$ cat src/rtl/vga_sprite_fetch.sv
// ---------------------------------------------------------------------------
// vga_sprite_fetch
//
// Pixel-fetch stage between the 800x600@60 timing generator and the display
// output. Pixels that fall inside a movable IMG_W x IMG_H window are mapped to
// addresses of a synchronous image ROM. The returned RGB565 data is muxed with
// a background colour. DE/HS/VS are delayed so they stay aligned with the data.
// The window can optionally bounce around the screen. Its position updates
// once per frame, on the rising edge of vertical sync.
//
// Ports:
//   CLK       in   pixel clock
//   RST_N     in   asynchronous active-low reset
//   H_CNT     in   current pixel x (valid while DE_IN=1)
//   V_CNT     in   current line y (valid while DE_IN=1)
//   DE_IN     in   active-video flag
//   HS_IN     in   horizontal sync
//   VS_IN     in   vertical sync, active-high
//   EN_MOVE   in   1 = bounce window each frame, 0 = hold position
//   ROM_Q     in   ROM read data, ROM_LAT cycles after ROM_ADDR
//   ROM_ADDR  out  ROM read address
//   DATA_OUT  out  RGB565 pixel
//   DE_OUT    out  DE_IN delayed by 2+ROM_LAT cycles
//   HSYNC     out  HS_IN delayed by 2+ROM_LAT cycles
//   VSYNC     out  VS_IN delayed by 2+ROM_LAT cycles
//   POS_X     out  current window left edge
//   POS_Y     out  current window top edge
// ---------------------------------------------------------------------------
module vga_sprite_fetch #(
  parameter int          H_ACT    = 800,
  parameter int          V_ACT    = 600,
  parameter int          IMG_W    = 256,
  parameter int          IMG_H    = 256,
  parameter int          ADDR_W   = 16,
  parameter int          ROM_LAT  = 2,
  parameter int          STEP     = 1,
  parameter logic [15:0] BG_COLOR = 16'h0000
) (
  input  logic              CLK,
  input  logic              RST_N,
  input  logic [10:0]       H_CNT,
  input  logic [9:0]        V_CNT,
  input  logic              DE_IN,
  input  logic              HS_IN,
  input  logic              VS_IN,
  input  logic              EN_MOVE,
  input  logic [15:0]       ROM_Q,
  output logic [ADDR_W-1:0] ROM_ADDR,
  output logic [15:0]       DATA_OUT,
  output logic              DE_OUT,
  output logic              HSYNC,
  output logic              VSYNC,
  output logic [10:0]       POS_X,
  output logic [9:0]        POS_Y
);

  localparam int XW = $clog2(IMG_W);
  localparam int YW = $clog2(IMG_H);

  // 12-bit unsigned arithmetic, so that window bounds never wrap.
  localparam logic [11:0] MAX_X  = 12'(H_ACT - IMG_W);
  localparam logic [11:0] MAX_Y  = 12'(V_ACT - IMG_H);
  localparam logic [11:0] STEP12 = 12'(STEP);
  localparam logic [11:0] IMG_W12 = 12'(IMG_W);
  localparam logic [11:0] IMG_H12 = 12'(IMG_H);
  localparam logic [10:0] RST_X  = 11'((H_ACT - IMG_W) / 2);
  localparam logic [9:0]  RST_Y  = 10'((V_ACT - IMG_H) / 2);

  typedef enum logic {DIR_POS = 1'b0, DIR_NEG = 1'b1} dir_e;

  // ---------------------------------------------------------------------------
  // State
  // ---------------------------------------------------------------------------
  logic [ADDR_W-1:0] rom_addr_q, rom_addr_d;
  logic [15:0]       data_out_q, data_out_d;
  logic [ROM_LAT:0]  win_pipe_q;             // in_win, stage 0 aligned with ROM_ADDR
  logic [ROM_LAT+1:0] de_pipe_q, hs_pipe_q, vs_pipe_q;
  logic [10:0]       pos_x_q, pos_x_d;
  logic [9:0]        pos_y_q, pos_y_d;
  dir_e              dir_x_q, dir_x_d, dir_y_q, dir_y_d;
  logic              vs_prev_q;

  // ---------------------------------------------------------------------------
  // Stage 1: window test and ROM address
  // ---------------------------------------------------------------------------
  logic [11:0]   h12, v12, px12, py12;
  logic          in_win;
  logic [XW-1:0] dx;
  logic [YW-1:0] dy;

  assign h12  = {1'b0, H_CNT};
  assign v12  = {2'b00, V_CNT};
  assign px12 = {1'b0, pos_x_q};
  assign py12 = {2'b00, pos_y_q};

  assign in_win = DE_IN
                  && (h12 >= px12) && (h12 < px12 + IMG_W12)
                  && (v12 >= py12) && (v12 < py12 + IMG_H12);

  // Only the low bits of the offset are needed, because the window is a
  // power of 2 in each dimension.
  assign dx = XW'(H_CNT - pos_x_q);
  assign dy = YW'(V_CNT - pos_y_q);

  // Outside the window the address holds, so the ROM sees no spurious access.
  assign rom_addr_d = in_win ? ADDR_W'({dy, dx}) : rom_addr_q;

  // ---------------------------------------------------------------------------
  // Output mux: ROM data, background, or blank
  // ---------------------------------------------------------------------------
  always_comb begin
    // NOTE: every output of a combinational block gets a default first, so no latch is inferred.
    data_out_d = 16'h0000;
    if (win_pipe_q[ROM_LAT])      data_out_d = ROM_Q;
    else if (de_pipe_q[ROM_LAT])  data_out_d = BG_COLOR;
  end

  // ---------------------------------------------------------------------------
  // Bounce logic; it acts only on the VS rising edge, which falls in blanking.
  // ---------------------------------------------------------------------------
  logic        vs_rise;
  logic [11:0] nx, ny;

  assign vs_rise = VS_IN & ~vs_prev_q;
  assign nx      = px12 + STEP12;
  assign ny      = py12 + STEP12;

  always_comb begin
    pos_x_d = pos_x_q;
    pos_y_d = pos_y_q;
    dir_x_d = dir_x_q;
    dir_y_d = dir_y_q;
    if (vs_rise && EN_MOVE) begin
      if (dir_x_q == DIR_POS) begin
        if (nx >= MAX_X) begin
          pos_x_d = 11'(MAX_X);
          dir_x_d = DIR_NEG;
        end else begin
          pos_x_d = 11'(nx);
        end
      end else if (px12 <= STEP12) begin
        pos_x_d = '0;
        dir_x_d = DIR_POS;
      end else begin
        pos_x_d = pos_x_q - 11'(STEP);
      end

      if (dir_y_q == DIR_POS) begin
        if (ny >= MAX_Y) begin
          pos_y_d = 10'(MAX_Y);
          dir_y_d = DIR_NEG;
        end else begin
          pos_y_d = 10'(ny);
        end
      end else if (py12 <= STEP12) begin
        pos_y_d = '0;
        dir_y_d = DIR_POS;
      end else begin
        pos_y_d = pos_y_q - 10'(STEP);
      end
    end
  end

  // ---------------------------------------------------------------------------
  // Registers
  // ---------------------------------------------------------------------------
  // NOTE: the delay lines are cleared on reset too, so outputs read 0 until real data refills them.
  always_ff @(posedge CLK or negedge RST_N) begin
    if (!RST_N) begin
      rom_addr_q <= '0;
      data_out_q <= '0;
      win_pipe_q <= '0;
      de_pipe_q  <= '0;
      hs_pipe_q  <= '0;
      vs_pipe_q  <= '0;
      pos_x_q    <= RST_X;
      pos_y_q    <= RST_Y;
      dir_x_q    <= DIR_POS;
      dir_y_q    <= DIR_POS;
      vs_prev_q  <= 1'b0;
    end else begin
      // NOTE: state is updated with non-blocking assignments, so every register samples pre-edge values.
      rom_addr_q <= rom_addr_d;
      data_out_q <= data_out_d;
      win_pipe_q <= {win_pipe_q[ROM_LAT-1:0], in_win};
      de_pipe_q  <= {de_pipe_q[ROM_LAT:0], DE_IN};
      hs_pipe_q  <= {hs_pipe_q[ROM_LAT:0], HS_IN};
      vs_pipe_q  <= {vs_pipe_q[ROM_LAT:0], VS_IN};
      pos_x_q    <= pos_x_d;
      pos_y_q    <= pos_y_d;
      dir_x_q    <= dir_x_d;
      dir_y_q    <= dir_y_d;
      vs_prev_q  <= VS_IN;
    end
  end

  assign ROM_ADDR = rom_addr_q;
  assign DATA_OUT = data_out_q;
  assign DE_OUT   = de_pipe_q[ROM_LAT+1];
  assign HSYNC    = hs_pipe_q[ROM_LAT+1];
  assign VSYNC    = vs_pipe_q[ROM_LAT+1];
  assign POS_X    = pos_x_q;
  assign POS_Y    = pos_y_q;

endmodule

$ cat config.mk
export PLATFORM = sky130hd
export DESIGN_NAME = vga_sprite_fetch
export DESIGN_NICKNAME = d
export VERILOG_FILES = /design/src/rtl/vga_sprite_fetch.sv
export SDC_FILE = /design/constraint.sdc
export NUM_CORES = 1
export LEC_CHECK = 0
export BUFFER_PORTS_ARGS = -buffer_cell sky130_fd_sc_hd__buf_2
export CAP_MARGIN = 20
export CORE_MARGIN = 3
export CORE_UTILIZATION = 45
export CTS_BUF_LIST = sky130_fd_sc_hd__clkbuf_8 sky130_fd_sc_hd__clkbuf_16
export DETAILED_ROUTE_END_ITERATION = 12
export GPL_ROUTABILITY_DRIVEN = 1
export PLACE_DENSITY = 0.73
export SYNTH_ARGS = -nofsm -noshare
export SYNTH_HDL_FRONTEND = slang
export SYNTH_SLANG_ARGS = --single-unit
$ cat constraint.sdc
create_clock -name CLK -period 3 [get_ports CLK]
set_clock_uncertainty 0.1 [all_clocks]
set_input_delay 0.75 -clock CLK [delete_from_list [all_inputs] [get_ports CLK]]
set_output_delay 0.75 -clock CLK [all_outputs]
set_load 0.01 [all_outputs]
Word level (Yosys, flattened, before mapping)
Index checks and enable logic that the tools add are counted.
Widths: inputs -> output; s select.
{"block": "totals", "reg_bits": 71, "in_bits": 43, "output_inout_bits": 56, "word_cells": 47}
{"block": "classes", "addsub": 8, "order_cmp": 8, "n_mux": 13, "bitwise": 2, "n_reduce_logical": 5}
{"cell": "$mux 11", "count": 3}
{"cell": "$mux 10", "count": 3}
{"cell": "$mux 16", "count": 1}
{"cell": "$sub 8x8->8", "count": 2}
{"cell": "$add 11x1->12 const B", "count": 1}
{"cell": "$add 11x9->12 const B", "count": 1}
{"cell": "$ge 12x10->1 const B", "count": 1}
{"cell": "$lt 11x12->1", "count": 1}
{"cell": "$add 10x1->11 const B", "count": 1}
{"cell": "$add 10x9->11 const B", "count": 1}
{"cell": "$ge 11x11->1", "count": 1}
{"cell": "$ge 11x9->1 const B", "count": 1}
{"cell": "$le 11x1->1 const B", "count": 1}
{"cell": "$lt 10x11->1", "count": 1}
{"cell": "$sub 11x1->11 const B", "count": 1}
{"cell": "$ge 10x10->1", "count": 1}
{"cell": "$le 10x1->1 const B", "count": 1}
{"cell": "$sub 10x1->10 const B", "count": 1}
{"cell": "$mux 1", "count": 6}
{"cell": "$logic_and 1x1->1", "count": 5}
{"cell": "$and 1x1->1", "count": 1}
{"cell": "$not 1->1", "count": 1}

Longest topological paths before layout
{"block": "depth", "depth_word": 5, "depth_mapped": 13, "depth_no_buf": 11}

Least setup slack after synthesis
No wires, ideal clock.
{"block": "synth_path", "kind": "input -> register", "start": "input port H_CNT[0]", "end": "register rom_addr_q[10] (netlist: ROM_ADDR[10])", "setup_time_ns": 0.125, "arrival_ns": 3.024, "required_time_ns": 2.775, "slack_ns": -0.249, "path_stages": 12, "n_path_buf": 1, "path_cell_list": "inv_1 ha_1 inv_1 fa_1 a211oi_1 nor2_1 a41oi_1 a21oi_1 nand4b_1 a31oi_4 buf_6 mux2_2"}
{"block": "synth_between", "elab_chain_len": 5, "word_cells_on_any_way": 6, "cone_classes": "order compare (2); reduce/logical (4)"}
{"element": "start, declared", "line_no": "41", "text": "input logic [10:0] H_CNT,"}
{"element": "$ge 11x11->1", "line_no": "97", "text": "&& (h12 >= px12) && (h12 < px12 + IMG_W12)"}
{"element": "$logic_and 1x1->1", "line_no": "97"}
{"element": "$logic_and 1x1->1 *", "line_no": "97"}
{"element": "$logic_and 1x1->1 * (2 in a row)", "line_no": "98", "text": "&& (v12 >= py12) && (v12 < py12 + IMG_H12);"}
{"element": "net in_win", "line_no": "87", "text": "logic in_win;"}
{"element": "end signal, assigned", "line_no": "183", "text": "rom_addr_q <= rom_addr_d;"}
{"element": "end, declared", "line_no": "74", "text": "logic [ADDR_W-1:0] rom_addr_q, rom_addr_d;"}
The timed path passes the listed nets; every way through them passes the cells marked *.
A chain may end at the register's enable or synchronous reset.

Final worst setup path
{"block": "layout_path", "start": "register pos_x_q[8] (netlist: POS_X[8])", "end": "register rom_addr_q[1] (netlist: ROM_ADDR[1])"}
{"block": "layout_between", "elab_chain_len": 5, "word_cells_on_any_way": 7, "cone_classes": "add/sub (1); order compare (2); reduce/logical (4)"}
{"element": "start, declared", "line_no": "78", "text": "logic [10:0] pos_x_q, pos_x_d;"}
{"element": "start signal, assigned", "line_no": "189", "text": "pos_x_q <= pos_x_d;"}
{"element": "$add 11x9->12 / $ge 11x11->1 (equally long branches)", "line_no": "97"}
{"element": "$lt 11x12->1 / $logic_and 1x1->1 (equally long branches)", "line_no": "97"}
{"element": "$logic_and 1x1->1 *", "line_no": "97"}
{"element": "$logic_and 1x1->1 * (2 in a row)", "line_no": "98"}
Every way passes the cells marked *; elsewhere a longest branch is shown, timed or not.

==> results.ini <==
[placement]
dp_slack_ps=-274
dpl.hpwl_um=9050
place.port_buffers=98
gp_congestion=0.909

[pwr]
p_comb_share_pct=53.1
worst_ir_drop_vdd_mv=0.291
power_frac_seq_pct=28.0
sw_frac_of_total_pct=40.7
p_int_uw=2960
post-layout-total-power_uw=4990
leakagePower_uw=0.00271
cellPowerDensity_nw_per_um2=863
p_switching_uw=2030
clockPowerShare_pct=18.9

[setup_path]
arrival_ps=3020
crit_chain=inv_1, ha_1, inv_1, ha_4, a21o_1, a21o_1, a211oi_2, nand4b_1, a31oi_4, buf_12, mux2_2
critPathSlowestCell=dfstp_2
path_class=flop to flop
critPathTopFamily=compound AO/OA/AOI/OAI gates
required_ps=3130
cp_num_buf_inv=3
cpPeakStageDelay_ps=530
startpoint_type=flop
end_kind=flop
cp_max_fo=8

[route]
wirelength_um=12000
drt-pass1-iter-count=5
drt_iter0_markers=340
drc=0
routed_via_density=5.72
ant_nets=0
via_count=4270
wire_per_inst_um=16.1

[synth]
yosysSeqAreaShare_pct=38.5
syn_area_per_cell_sq_um=9.49
syn_area_sq_um=4560
yosysWarnings=0
synth-seq-cells=70
synth_edf_count=0
syn_inst=481
async_reset_ff_share_pct=100
ys.flop_type=dfrtp_1
syn-num-nets=563
synth_cell_type_count=66

[min_path]
hp-class=flop to flop

[floorplan]
pin_count=99
rows=36
initial_core_util_pct=46.5
dieArea_sq_um=11400
dieWidth_um=107
core_sq_um=9820
die_h_um=107

[global_route]
grt_pass1_wl_um=19700
grt_max_degree=34
grt.overflow.total=0
grt.total_usage_pct=21.4
grt_pass1_vias=4152
antenna_found_initial=0

[clock_network]
clock-root-buffer=clkbuf_8
cts.sinks=70
htreeDepth=3
hold_buffers=0
cts_inserted_buffers=9
cts_tree=built
clkLatencyLatePin_ps=360
clockBufferDepth=2
clk_pin_slew_ps=70

[sta]
worst_slack_ps=113
rsz0062_at_grt=no
drv_slew=0
hold_ws_ps=250
fin_tns_setup_ps=0
period_needed_ps=2890
max_freq_ghz=0.346
final_hold_viol_count=0
finalCritPeriodShare_pct=96.2
slew_headroom_pct=60.2
tightest_slew_ps=598
setup_viol=0

[final_layout]
multiInputGateArea_sq_um=2640
final_core_util_pct=59.0
diodes=0
register_area_sq_um=1760
fill_cells=844
final_net_count=691
syn_to_final_growth_pct=26.8
final_layout_size_suffix_gt1_share_pct=31.6

[status]
status=finished, final reports clean

[job]
max_cap_violations=0

[per-stage QoR]
| stage | cells | instance area, sq um |
|---|---|---|
| 2_1_floorplan | 481 | 4620 |
| 3_3_place_gp | 727 | 5460 |
| 3_5_place_dp | 727 | 5460 |
| 4_1_cts | 743 | 5710 |
| 5_1_grt | 747 | 5790 |
| 6_report | 747 | 5790 |
[final cells by class]
cell class,count,area share (%)
clock buffers,10,2.38
clock inverters,6,1.90
multi-input cells,355,45.5
repair buffers,139,14.5
well taps,133,2.87
flip-flops and latches,70,30.4
inverters,34,2.42
[power groups by stage]
stage	registers [uW]	logic [uW]	clock network [uW]
6_report	1400	2650	946
3_5_place_dp	1420	2540	0
5_1_grt	1430	2940	1010
4_1_cts	1410	2550	961
3_3_place_gp	1410	2470	0
2_1_floorplan	1520	1560	0
[kinds of logic (layout without fill, tap and decap cells)]
family	after synthesis	after routing	synth area share, %
compound gates	147	147	21.9
simple gates	138	138	16.4
flops	70	70	38.5
buf+inv	56	189	5.43
fa+ha+maj	39	39	11.0
mux	17	17	4.06
xor+xnor	14	14	2.69
[per-layer routing]
| layer | track usage, % | vias up | wire length [um] |
|---|---|---|---|
| met5 | 0 | - | 0 |
| li1 | - | 2041 | - |
| met4 | 7.76 | 0 | 192 |
| met2 | 35.2 | 160 | 5700 |
| met3 | 3.19 | 14 | 711 |
| met1 | 28.8 | 2055 | 5440 |
[path summary, 6_finish.rpt]
kind,start,end,slack (ps),cells past startpoint
max in group asynchronous,RST_N,POS_X[8],1810,2
min reg2reg,de_pipe_q[0],de_pipe_q[1],250,0
min in group asynchronous,RST_N,ROM_ADDR[5],270,1
max reg2reg,POS_X[8],ROM_ADDR[1],110,11
min,de_pipe_q[0],de_pipe_q[1],250,0
max,POS_X[8],ROM_ADDR[1],110,11
[state kept, by name (all words and copies together), names as in the netlist]
name and flops:
DATA_OUT 16, ROM_ADDR 16, POS_X 11, POS_Y 10, de_pipe_q 4, hs_pipe_q 4
vs_pipe_q 4, win_pipe_q 3, dir_x_q 1, dir_y_q 1
[synthesized netlist by cell type (5+ instances only)]
cell	n	area share [%]
dfstp_2	6	3.5
ha_1	37	10
xnor2_1	10	1.9
nand2_1	24	2.0
o22ai_1	5	0.69
o211ai_1	6	0.99
nand3_1	18	2.0
a21o_1	11	1.8
buf_2	7	0.77
o21ai_0	38	4.2
and4_1	7	1.3
nor3_1	11	1.2
a211oi_1	6	0.99
mux2_2	12	3.0
dfrtp_1	64	35
a2111oi_0	5	0.96
a21oi_1	32	3.5
inv_1	34	2.8
nor2_1	24	2.0
nand4_1	7	0.96
and2_1	19	2.6
mux2i_1	5	1.1
clkbuf_1	9	0.74
[cell usage in the layout, fill, tap and decap left out, types with 7 or more instances in the layout]
| cell type | synthesis | layout |
|---|---|---|
| nand4_1 | 7 | 7 |
| nor3_1 | 11 | 11 |
| nand3_1 | 18 | 18 |
| dfrtp_1 | 64 | 64 |
| and4_1 | 7 | 7 |
| clkbuf_8 | 0 | 10 |
| inv_1 | 34 | 33 |
| a21oi_1 | 32 | 31 |
| nand2_1 | 24 | 24 |
| buf_2 | 7 | 98 |
| and2_1 | 19 | 19 |
| nor2_1 | 24 | 24 |
| xnor2_1 | 10 | 10 |
| o21ai_0 | 38 | 38 |
| ha_1 | 37 | 34 |
| a21o_1 | 11 | 11 |
| buf_4 | 0 | 38 |
[what timing repair did]
| action | CTS | global route |
|---|---|---|
| hold endpoints to repair | 0 | 0 |
| buffers inserted | 0 | 3 |
| endpoints found under the setup margin | 0 | 15 |
| gates resized for setup | 0 | 5 |
Note: power is estimated with default switching activity, not from simulation.
